--- src/rtl/npc_axi_pkg.sv ---
// Shared AXI-lite definitions for the NPC memory path: arbiter state encoding and response codes.
package npc_axi_pkg;

    typedef enum logic [1:0] {
        IDLE   = 2'd0,
        RD_IFU = 2'd1,
        RD_LSU = 2'd2,
        WR_LSU = 2'd3
    } arb_state_e;

    localparam logic [1:0] RESP_OKAY   = 2'b00;
    localparam logic [1:0] RESP_SLVERR = 2'b10;
    localparam logic [1:0] RESP_DECERR = 2'b11;

endpackage

--- src/rtl/axi_lite_arbiter_if.sv ---
// AXI4-lite bundle (all five channels). master = manager side, slave = subordinate side.
interface axi_lite_arbiter_if #(
    parameter int unsigned ADDR_W = 32,
    parameter int unsigned DATA_W = 32
) ();

    logic [ADDR_W-1:0]   araddr;
    logic                arvalid;
    logic                arready;
    logic [DATA_W-1:0]   rdata;
    logic [1:0]          rresp;
    logic                rvalid;
    logic                rready;
    logic [ADDR_W-1:0]   awaddr;
    logic                awvalid;
    logic                awready;
    logic [DATA_W-1:0]   wdata;
    logic [DATA_W/8-1:0] wstrb;
    logic                wvalid;
    logic                wready;
    logic [1:0]          bresp;
    logic                bvalid;
    logic                bready;

    modport master (
        output araddr, arvalid, rready, awaddr, awvalid, wdata, wstrb, wvalid, bready,
        input  arready, rdata, rresp, rvalid, awready, wready, bresp, bvalid
    );

    modport slave (
        input  araddr, arvalid, rready, awaddr, awvalid, wdata, wstrb, wvalid, bready,
        output arready, rdata, rresp, rvalid, awready, wready, bresp, bvalid
    );

endinterface

--- src/rtl/Reg.sv ---
// Generic register primitive with asynchronous active-high reset and write enable.
module Reg #(
    parameter int unsigned       WIDTH     = 1,
    parameter logic [WIDTH-1:0]  RESET_VAL = '0
) (
    input  logic             clk,
    input  logic             rst,
    input  logic             i_wen,
    input  logic [WIDTH-1:0] i_din,
    output logic [WIDTH-1:0] o_dout
);

    always_ff @(posedge clk or posedge rst) begin
        if (rst) begin
            o_dout <= RESET_VAL;
        end else if (i_wen) begin
            o_dout <= i_din;
        end
    end

endmodule

--- src/rtl/arb_pick.sv ---
// Request-to-grant selector. ARB_RR_EN selects round-robin between IFU and LSU,
// otherwise LSU has fixed priority. An LSU read always beats an LSU write.
module arb_pick
    import npc_axi_pkg::*;
(
    input  logic       i_ifu_req,
    input  logic       i_lsu_rd_req,
    input  logic       i_lsu_wr_req,
    input  logic       i_last_ifu,
    output arb_state_e o_next
);

    logic       w_lsu_req;
    logic       w_lsu_wins;
    arb_state_e w_lsu_state;

    assign w_lsu_req   = i_lsu_rd_req | i_lsu_wr_req;
    assign w_lsu_state = i_lsu_rd_req ? RD_LSU : WR_LSU;

`ifdef ARB_RR_EN
    // Contention goes to whoever was not granted last.
    assign w_lsu_wins = i_last_ifu;
`else
    logic w_unused_last;
    assign w_unused_last = i_last_ifu;
    assign w_lsu_wins    = 1'b1;
`endif

    always_comb begin
        o_next = IDLE;
        if (i_ifu_req && w_lsu_req) begin
            o_next = w_lsu_wins ? w_lsu_state : RD_IFU;
        end else if (i_ifu_req) begin
            o_next = RD_IFU;
        end else if (w_lsu_req) begin
            o_next = w_lsu_state;
        end
    end

endmodule

--- src/rtl/axi_lite_arbiter.sv ---
// Two-master (IFU read-only, LSU read/write) to one-slave AXI4-lite arbiter.
// Build option: define ARB_RR_EN for round-robin, otherwise LSU has fixed priority.
module axi_lite_arbiter
    import npc_axi_pkg::*;
#(
    parameter int unsigned ADDR_W = 32,
    parameter int unsigned DATA_W = 32
) (
    input  logic          clk,
    input  logic          rst,
    axi_lite_arbiter_if.slave  ifu,
    axi_lite_arbiter_if.slave  lsu,
    axi_lite_arbiter_if.master mem
);

    logic [1:0] r_state_raw;
    arb_state_e r_state;
    arb_state_e w_state_next;
    arb_state_e w_pick;
    logic       w_last_ifu;

    // IFU never writes; its write-side inputs are ignored.
    logic [ADDR_W+DATA_W+DATA_W/8+2:0] w_unused_ifu;
    assign w_unused_ifu = {ifu.awaddr, ifu.awvalid, ifu.wdata, ifu.wstrb, ifu.wvalid, ifu.bready};

    assign ifu.awready = 1'b0;
    assign ifu.wready  = 1'b0;
    assign ifu.bresp   = 2'b00;
    assign ifu.bvalid  = 1'b0;

    Reg #(
        .WIDTH     (2),
        .RESET_VAL (2'(IDLE))
    ) u_state_reg (
        .clk    (clk),
        .rst    (rst),
        .i_wen  (1'b1),
        .i_din  (w_state_next),
        .o_dout (r_state_raw)
    );

    assign r_state = arb_state_e'(r_state_raw);

    arb_pick u_pick (
        .i_ifu_req    (ifu.arvalid),
        .i_lsu_rd_req (lsu.arvalid),
        .i_lsu_wr_req (lsu.awvalid | lsu.wvalid),
        .i_last_ifu   (w_last_ifu),
        .o_next       (w_pick)
    );

`ifdef ARB_RR_EN
    logic r_last_ifu;

    always_ff @(posedge clk or posedge rst) begin
        if (rst) begin
            r_last_ifu <= 1'b1;
        end else if (r_state == IDLE && w_pick != IDLE) begin
            r_last_ifu <= (w_pick == RD_IFU);
        end
    end

    assign w_last_ifu = r_last_ifu;
`else
    assign w_last_ifu = 1'b1;
`endif

    always_comb begin
        w_state_next = r_state;
        case (r_state)
            IDLE:           w_state_next = w_pick;
            RD_IFU, RD_LSU: if (mem.rvalid && mem.rready) w_state_next = IDLE;
            WR_LSU:         if (mem.bvalid && mem.bready) w_state_next = IDLE;
            default:        w_state_next = IDLE;
        endcase
    end

    always_comb begin
        mem.araddr  = '0;
        mem.arvalid = 1'b0;
        mem.rready  = 1'b0;
        mem.awaddr  = '0;
        mem.awvalid = 1'b0;
        mem.wdata   = '0;
        mem.wstrb   = '0;
        mem.wvalid  = 1'b0;
        mem.bready  = 1'b0;
        ifu.arready = 1'b0;
        ifu.rdata   = '0;
        ifu.rresp   = 2'b00;
        ifu.rvalid  = 1'b0;
        lsu.arready = 1'b0;
        lsu.rdata   = '0;
        lsu.rresp   = 2'b00;
        lsu.rvalid  = 1'b0;
        lsu.awready = 1'b0;
        lsu.wready  = 1'b0;
        lsu.bresp   = 2'b00;
        lsu.bvalid  = 1'b0;
        case (r_state)
            RD_IFU: begin
                mem.araddr  = ifu.araddr;
                mem.arvalid = ifu.arvalid;
                mem.rready  = ifu.rready;
                ifu.arready = mem.arready;
                ifu.rdata   = mem.rdata;
                ifu.rresp   = mem.rresp;
                ifu.rvalid  = mem.rvalid;
            end
            RD_LSU: begin
                mem.araddr  = lsu.araddr;
                mem.arvalid = lsu.arvalid;
                mem.rready  = lsu.rready;
                lsu.arready = mem.arready;
                lsu.rdata   = mem.rdata;
                lsu.rresp   = mem.rresp;
                lsu.rvalid  = mem.rvalid;
            end
            WR_LSU: begin
                mem.awaddr  = lsu.awaddr;
                mem.awvalid = lsu.awvalid;
                mem.wdata   = lsu.wdata;
                mem.wstrb   = lsu.wstrb;
                mem.wvalid  = lsu.wvalid;
                mem.bready  = lsu.bready;
                lsu.awready = mem.awready;
                lsu.wready  = mem.wready;
                lsu.bresp   = mem.bresp;
                lsu.bvalid  = mem.bvalid;
            end
            default: ;
        endcase
    end

endmodule

--- src/flat_wrapper.sv ---
// flat-port wrapper written by rule: the top's interface ports become plain ports
module axi_lite_arbiter_flat import npc_axi_pkg::*;
#(
    parameter int unsigned ADDR_W = 32,
    parameter int unsigned DATA_W = 32
)
  (clk, rst, ifu_araddr, ifu_arvalid, ifu_rready, ifu_awaddr, ifu_awvalid, ifu_wdata, ifu_wstrb, ifu_wvalid, ifu_bready, ifu_arready, ifu_rdata, ifu_rresp, ifu_rvalid, ifu_awready, ifu_wready, ifu_bresp, ifu_bvalid, lsu_araddr, lsu_arvalid, lsu_rready, lsu_awaddr, lsu_awvalid, lsu_wdata, lsu_wstrb, lsu_wvalid, lsu_bready, lsu_arready, lsu_rdata, lsu_rresp, lsu_rvalid, lsu_awready, lsu_wready, lsu_bresp, lsu_bvalid, mem_araddr, mem_arvalid, mem_rready, mem_awaddr, mem_awvalid, mem_wdata, mem_wstrb, mem_wvalid, mem_bready, mem_arready, mem_rdata, mem_rresp, mem_rvalid, mem_awready, mem_wready, mem_bresp, mem_bvalid);
  axi_lite_arbiter_if #(.ADDR_W(ADDR_W), .DATA_W(DATA_W)) ifu_i ();
  axi_lite_arbiter_if #(.ADDR_W(ADDR_W), .DATA_W(DATA_W)) lsu_i ();
  axi_lite_arbiter_if #(.ADDR_W(ADDR_W), .DATA_W(DATA_W)) mem_i ();
  input  logic clk;
  input  logic rst;
  input wire logic [$bits(ifu_i.araddr)-1:0] ifu_araddr;
  input wire logic [$bits(ifu_i.arvalid)-1:0] ifu_arvalid;
  input wire logic [$bits(ifu_i.rready)-1:0] ifu_rready;
  input wire logic [$bits(ifu_i.awaddr)-1:0] ifu_awaddr;
  input wire logic [$bits(ifu_i.awvalid)-1:0] ifu_awvalid;
  input wire logic [$bits(ifu_i.wdata)-1:0] ifu_wdata;
  input wire logic [$bits(ifu_i.wstrb)-1:0] ifu_wstrb;
  input wire logic [$bits(ifu_i.wvalid)-1:0] ifu_wvalid;
  input wire logic [$bits(ifu_i.bready)-1:0] ifu_bready;
  output wire logic [$bits(ifu_i.arready)-1:0] ifu_arready;
  output wire logic [$bits(ifu_i.rdata)-1:0] ifu_rdata;
  output wire logic [$bits(ifu_i.rresp)-1:0] ifu_rresp;
  output wire logic [$bits(ifu_i.rvalid)-1:0] ifu_rvalid;
  output wire logic [$bits(ifu_i.awready)-1:0] ifu_awready;
  output wire logic [$bits(ifu_i.wready)-1:0] ifu_wready;
  output wire logic [$bits(ifu_i.bresp)-1:0] ifu_bresp;
  output wire logic [$bits(ifu_i.bvalid)-1:0] ifu_bvalid;
  input wire logic [$bits(lsu_i.araddr)-1:0] lsu_araddr;
  input wire logic [$bits(lsu_i.arvalid)-1:0] lsu_arvalid;
  input wire logic [$bits(lsu_i.rready)-1:0] lsu_rready;
  input wire logic [$bits(lsu_i.awaddr)-1:0] lsu_awaddr;
  input wire logic [$bits(lsu_i.awvalid)-1:0] lsu_awvalid;
  input wire logic [$bits(lsu_i.wdata)-1:0] lsu_wdata;
  input wire logic [$bits(lsu_i.wstrb)-1:0] lsu_wstrb;
  input wire logic [$bits(lsu_i.wvalid)-1:0] lsu_wvalid;
  input wire logic [$bits(lsu_i.bready)-1:0] lsu_bready;
  output wire logic [$bits(lsu_i.arready)-1:0] lsu_arready;
  output wire logic [$bits(lsu_i.rdata)-1:0] lsu_rdata;
  output wire logic [$bits(lsu_i.rresp)-1:0] lsu_rresp;
  output wire logic [$bits(lsu_i.rvalid)-1:0] lsu_rvalid;
  output wire logic [$bits(lsu_i.awready)-1:0] lsu_awready;
  output wire logic [$bits(lsu_i.wready)-1:0] lsu_wready;
  output wire logic [$bits(lsu_i.bresp)-1:0] lsu_bresp;
  output wire logic [$bits(lsu_i.bvalid)-1:0] lsu_bvalid;
  output wire logic [$bits(mem_i.araddr)-1:0] mem_araddr;
  output wire logic [$bits(mem_i.arvalid)-1:0] mem_arvalid;
  output wire logic [$bits(mem_i.rready)-1:0] mem_rready;
  output wire logic [$bits(mem_i.awaddr)-1:0] mem_awaddr;
  output wire logic [$bits(mem_i.awvalid)-1:0] mem_awvalid;
  output wire logic [$bits(mem_i.wdata)-1:0] mem_wdata;
  output wire logic [$bits(mem_i.wstrb)-1:0] mem_wstrb;
  output wire logic [$bits(mem_i.wvalid)-1:0] mem_wvalid;
  output wire logic [$bits(mem_i.bready)-1:0] mem_bready;
  input wire logic [$bits(mem_i.arready)-1:0] mem_arready;
  input wire logic [$bits(mem_i.rdata)-1:0] mem_rdata;
  input wire logic [$bits(mem_i.rresp)-1:0] mem_rresp;
  input wire logic [$bits(mem_i.rvalid)-1:0] mem_rvalid;
  input wire logic [$bits(mem_i.awready)-1:0] mem_awready;
  input wire logic [$bits(mem_i.wready)-1:0] mem_wready;
  input wire logic [$bits(mem_i.bresp)-1:0] mem_bresp;
  input wire logic [$bits(mem_i.bvalid)-1:0] mem_bvalid;
  assign ifu_i.araddr = ifu_araddr;
  assign ifu_i.arvalid = ifu_arvalid;
  assign ifu_i.rready = ifu_rready;
  assign ifu_i.awaddr = ifu_awaddr;
  assign ifu_i.awvalid = ifu_awvalid;
  assign ifu_i.wdata = ifu_wdata;
  assign ifu_i.wstrb = ifu_wstrb;
  assign ifu_i.wvalid = ifu_wvalid;
  assign ifu_i.bready = ifu_bready;
  assign ifu_arready = ifu_i.arready;
  assign ifu_rdata = ifu_i.rdata;
  assign ifu_rresp = ifu_i.rresp;
  assign ifu_rvalid = ifu_i.rvalid;
  assign ifu_awready = ifu_i.awready;
  assign ifu_wready = ifu_i.wready;
  assign ifu_bresp = ifu_i.bresp;
  assign ifu_bvalid = ifu_i.bvalid;
  assign lsu_i.araddr = lsu_araddr;
  assign lsu_i.arvalid = lsu_arvalid;
  assign lsu_i.rready = lsu_rready;
  assign lsu_i.awaddr = lsu_awaddr;
  assign lsu_i.awvalid = lsu_awvalid;
  assign lsu_i.wdata = lsu_wdata;
  assign lsu_i.wstrb = lsu_wstrb;
  assign lsu_i.wvalid = lsu_wvalid;
  assign lsu_i.bready = lsu_bready;
  assign lsu_arready = lsu_i.arready;
  assign lsu_rdata = lsu_i.rdata;
  assign lsu_rresp = lsu_i.rresp;
  assign lsu_rvalid = lsu_i.rvalid;
  assign lsu_awready = lsu_i.awready;
  assign lsu_wready = lsu_i.wready;
  assign lsu_bresp = lsu_i.bresp;
  assign lsu_bvalid = lsu_i.bvalid;
  assign mem_araddr = mem_i.araddr;
  assign mem_arvalid = mem_i.arvalid;
  assign mem_rready = mem_i.rready;
  assign mem_awaddr = mem_i.awaddr;
  assign mem_awvalid = mem_i.awvalid;
  assign mem_wdata = mem_i.wdata;
  assign mem_wstrb = mem_i.wstrb;
  assign mem_wvalid = mem_i.wvalid;
  assign mem_bready = mem_i.bready;
  assign mem_i.arready = mem_arready;
  assign mem_i.rdata = mem_rdata;
  assign mem_i.rresp = mem_rresp;
  assign mem_i.rvalid = mem_rvalid;
  assign mem_i.awready = mem_awready;
  assign mem_i.wready = mem_wready;
  assign mem_i.bresp = mem_bresp;
  assign mem_i.bvalid = mem_bvalid;
  axi_lite_arbiter #(.ADDR_W(ADDR_W), .DATA_W(DATA_W)) u_core (.clk(clk), .rst(rst), .ifu(ifu_i), .lsu(lsu_i), .mem(mem_i));
endmodule
--- config.mk ---
export PLATFORM = sky130hd
export DESIGN_NAME = axi_lite_arbiter_flat
export DESIGN_NICKNAME = d
export VERILOG_FILES = /design/src/rtl/npc_axi_pkg.sv /design/src/rtl/axi_lite_arbiter_if.sv /design/src/rtl/Reg.sv /design/src/rtl/arb_pick.sv /design/src/rtl/axi_lite_arbiter.sv /design/src/flat_wrapper.sv
export SDC_FILE = /design/constraint.sdc
export NUM_CORES = 1
export LEC_CHECK = 0
export CORE_AREA = 3 3 169 171
export CTS_BUF_LIST = sky130_fd_sc_hd__clkbuf_16
export CTS_CLUSTER_DIAMETER = 40
export DETAILED_ROUTE_END_ITERATION = 10
export DIE_AREA = 0 0 172 174
export GPL_ROUTABILITY_DRIVEN = 0
export PLACE_DENSITY = 0.4
export SLEW_MARGIN = 10
export SYNTH_ARGS = -nofsm -noshare
export SYNTH_HDL_FRONTEND = slang
export SYNTH_HIERARCHICAL = 1
export SYNTH_SLANG_ARGS = --single-unit
--- constraint.sdc ---
create_clock -name clk -period 5.4 [get_ports clk]
set_clock_uncertainty 0.1 [all_clocks]
set_input_delay 1.08 -clock clk [delete_from_list [all_inputs] [get_ports clk]]
set_output_delay 1.08 -clock clk [all_outputs]
set_load 0.1 [all_outputs]
Word-level counts from Yosys, hierarchy flattened:

Index checks and enable logic that the tools add are counted.

* $add $sub $neg: 0
* multiply operators: 0
* divide/modulo/power cells: 0
* magnitude comparators: 0
* equality and inequality tests: 5
* shifts and indexed selects: 0
* multiplexer cells: 28
* bitwise operators: 2
* reductions and logical operators: 6

Operators by type and width (count)
* $mux W32: 4
* $pmux W32 S2: 1
* $mux W2: 8
* $mux W1: 11
* $pmux W2 S3: 1
* $eq A2 B2 Y1 const B: 2
* $mux W4: 1
* $ne A2 B1 Y1 const B: 2
* $pmux W1 S2: 2
* $logic_and A1 B1 Y1: 3
* $eq A2 B1 Y1 const B: 1
* $logic_not A2 Y1: 1
* $or A1 B1 Y1: 2
* $reduce_and A2 Y1: 1
* $reduce_or A2 Y1: 1

* register bits: 2
* bits in latches: 0
* bits in writable memories: 0
* bits in read-only memories: 0
* output and inout bits: 187
* word-level logic and storage cells: 42
* memories kept: 0

Depth between registers and ports, before layout:

* depth after elaboration: 6
* depth in mapped cells: 7
* gate-level depth less buffers: 6

Modules after synthesis:

Netlist, hierarchy kept.

Modules (own cells, without submodules)
* axi_lite_arbiter: times used 1, cells an instance 264, area an instance 1687.9 µm², seq. area each 0.0 µm²
* Reg: times used 1, cells an instance 5, area an instance 76.3 µm², seq. area each 50.0 µm²
* arb_pick: times used 1, cells an instance 2, area an instance 16.3 µm², seq. area each 0.0 µm²

Worst setup path before layout:

Ideal clock, no wire load.

* path kind: input to output
* start point: in lsu_rready
* end point: out mem_rready
* arrival: 2502 ps
* slack: 1718 ps
* cell stages on the path: 2
* path through: a22oi_2 nor2b_1

* word-level cells in the longest chain between the ends: 1

RTL lines
* from (decl): line flat_wrapper.sv:32 `input wire logic [$bits(lsu_i.rready)-1:0] lsu_rready;`
* $pmux W1 S2: line axi_lite_arbiter.sv:100 `case (r_state)`
* to (decl): line flat_wrapper.sv:49 `output wire logic [$bits(mem_i.rready)-1:0] mem_rready;`

No other way between the ends.

Worst setup path in the final report:

* start point: reg u_core.u_state_reg.o_dout[0]
* end point: out mem_araddr[20]

* word-level cells in the longest chain between the ends: 2

RTL lines
* from (decl): line Reg.sv:10 `output logic [WIDTH-1:0] o_dout`
* from (signal assigned): line Reg.sv:17 `o_dout <= i_din;`
* $eq A2 B2 Y1 / $eq A2 B1 Y1 (equally long branches): line axi_lite_arbiter.sv:100
* $pmux W32 S2 *: line axi_lite_arbiter.sv:100
* to (decl): line flat_wrapper.sv:47 `output wire logic [$bits(mem_i.araddr)-1:0] mem_araddr;`

Every way passes the cells marked *; elsewhere a longest branch is shown, timed or not.

==> impl_metrics.csv <==
group,metric,value,unit
cts,cts_tree,"yes",
global_route,grt_pass1_vias,3005,
global_route,globalRouteOverflowTotal,0,
worst_setup_path,critPathRequiredTime,4.22,ns
detailed_routing,ant_nets,0,
global_route,grt_antenna_before_repair,1,
worst_setup_path,end_kind,"output pin",
flow_run,drv_cap,0,
die,die_y,174,um
cts,htree_levels,1,
finish,regMostFlops,"u_core/u_state_reg/o_dout",
power_and_ir_drop,vdd_ir_drop_max,173,uV
synth,yosys_warnings,6,
sta,timing.final.ws_setup,1.29,ns
detailed_routing,vias,3044,
power_and_ir_drop,p_total,0.00401,W
cts,cts-root-buf,"clkbuf_16",
finish,final-seq-area,50.0,um2
finish,syn_to_final_growth,226,%
finish,largest_reg_flops,2,
synth,ys_top_cells_by_count,"148 x and2_1, 35 x nor2b_1, 33 x a22oi_1, 15 x clkbuf_1, 8 x buf_4",
cts,cts_buffer_depth,2,
sta,tightestPinTransition,1.02,ns
placement,dp_hpwl,11400,um
detailed_routing,drt-total-wl,13500,um
die,placementRows,60,
die,die_x,172,um
sta,hold_viol_final,0,
finish,fillers,3017,
cts,cts_sinks,2,
sta,finalSetupViolations,0,
synth,ys.flop_type,"dfrtp_1",
cts,cts_setup_buffers,0,
synth,synth_seq_cells,2,
sta,fin_tns_setup,0,ns
detailed_routing,drc,0,
global_route,grt_pass1_wl,18600,um
sta,clock.fmax,243,MHz
finish,drive_above_1_share,6.48,%
detailed_routing,avgViaCountPerCell,3.18,
sta,drv_slew,0,
synth,synth_cell_types,20,
synth,synth_area_leaders,"and2_1 52%, a22oi_1 14%, nor2b_1 12%",
placement,dp_slack,1.27,ns
cts,cts_inserted_buffers,3,
detailed_routing,drt_iter0_drc,46,
synth,syn_area,1780,um2
synth,postSynthAreaPerCell,6.57,um2
detailed_routing,wl_per_cell,14.1,um
synth,synth-edff-count,0,
finish,multiInputGateArea,1580,um2
sta,finalCriticalPeriod,4.11,ns
power_and_ir_drop,p_leak,2.13,nW
finish,diodes,0,
cts,post_cts_resized,0,
worst_setup_path,cp_max_fo,28,
worst_setup_path,start_kind,"flip-flop",
synth,post-synth-top-area-cell,"and2_1",
synth,synth_most_common_cell,"and2_1",
synth,synth_cells,271,
finish,postLayoutCoreUtil,21.5,%
cts,clk-insertion-delay-late,0.22,ns
global_route,grt_max_degree,48,
sta,rsz0062_at_grt,"no",
synth,ys_seq_area_share,2.81,%
min_path,min_path_type,"reg2reg",
finish,final_nets,876,
detailed_routing,firstDrtPassIters,4,
worst_setup_path,critical_path_arrival,2.93,ns
finish,reg_top3,"u_core/u_state_reg/o_dout x2",
global_route,grt_use_total,8.03,%
die,design.die.area,29900,um2
synth,synth-async-reset-ratio,100,%
cts,cts.clk_slew.worst_paths,0.03,ns
cts,hold_buffers,0,
die,start_util,6.59,%
power_and_ir_drop,power_density,691,nW/um2
sta,min_period_over_period,76.2,%
die,ioPinCount,440,
worst_setup_path,path_class,"reg2out",
sta,slew_headroom,31.9,%
synth,netlist.area_leader.share,52.0,%
die,core,27000,um2
placement,port_buffers,363,
run_status,outcome,"complete, no violations",
[cells by family (layout without fill, tap and decap cells)]
group                      after synthesis  in the layout  synth area share, %
adders and majority gates                4              4                 2.81
AOI/OAI and AO/OA                       37             37                 16.4
DFF                                      2              2                 2.81
and+or+nand+nor                        187            187                 65.4
other                                    2              7                0.422
buffers and inverters                   35            376                 9.70
muxes                                    4              4                 2.39
[cell type report]
type	count	area share, %
clock buffers	3	1.29
inverters	3	0.194
multi-input cells	239	27.3
flip-flops and latches	2	0.862
well taps	341	7.35
repair buffers	370	63.0
[path summary, 6_finish.rpt]
path | from | end | slack, ns | cells past startpoint
worst max-delay path | u_core/u_state_reg/o_dout[0] | mem_araddr[20] | 1.29 | 4
worst min-delay path | u_core/u_state_reg/o_dout[0] | u_core/u_state_reg/o_dout[0] | 0.65 | 3
worst max register to register | u_core/u_state_reg/o_dout[0] | u_core/u_state_reg/o_dout[1] | 3.00 | 6
worst min register to register | u_core/u_state_reg/o_dout[0] | u_core/u_state_reg/o_dout[0] | 0.65 | 3
max in group asynchronous | rst | u_core/u_state_reg/o_dout[0] | 4.15 | 2
min in group asynchronous | rst | u_core/u_state_reg/o_dout[1] | 0.92 | 2
[where the power goes]
part           internal [W]  leakage (nW)  total (W)  switching (W)
registers         0.0000221        0.0248  0.0000313     0.00000921
logic              0.000920          2.07    0.00387        0.00295
clock network     0.0000942        0.0370   0.000111      0.0000164
total               0.00104          2.13    0.00401        0.00298
[routing by layer]
metal | vias up | part of all wire (%) | global-route usage (%)
met4 | 2 | 0.81 | 1.10
met5 | - | 0.096 | 0
met1 | 1312 | 37 | 8.72
met3 | 10 | 9.4 | 2.23
met2 | 174 | 52 | 15.6
li1 | 1546 | - | -
[critical path, cell delays in order (launching register included)]
cell             delay (ns)
dfrtp_1                0.40
inv_1                  0.09
ha_1                   0.84
nor2b_1                0.22
clkdlybuf4s50_1        1.14
[per-stage QoR]
stage | cells | area [um2] | hold WS, ns
2_1_floorplan | 276 | 1800 | 0.580
3_3_place_gp | 955 | 5730 | 0.659
3_5_place_dp | 955 | 5730 | 0.649
4_1_cts | 958 | 5810 | 0.654
5_1_grt | 958 | 5810 | 0.693
6_report | 958 | 5810 | 0.654
[placed cells by master (no fill, tap or decap)]
| cell type | synthesis | layout |
|---|---|---|
| a2111oi_2 | 1 | 1 |
| a21boi_0 | 1 | 1 |
| a22oi_1 | 33 | 33 |
| a22oi_2 | 1 | 1 |
| and2_1 | 148 | 148 |
| buf_12 | 0 | 2 |
| buf_4 | 8 | 26 |
| clkbuf_16 | 0 | 3 |
| clkdlybuf4s50_1 | 0 | 342 |
| conb_1 | 2 | 7 |
| dfrtp_1 | 2 | 2 |
| ha_1 | 4 | 1 |
| ha_2 | 0 | 3 |
| inv_1 | 3 | 3 |
| mux2_2 | 2 | 2 |
| mux2i_1 | 2 | 2 |
| nor2_1 | 2 | 2 |
| nor2b_1 | 35 | 35 |
| o21ba_2 | 1 | 1 |
| or2_1 | 1 | 1 |
| or2_2 | 1 | 1 |
Note: power is estimated with default switching activity, not from simulation.
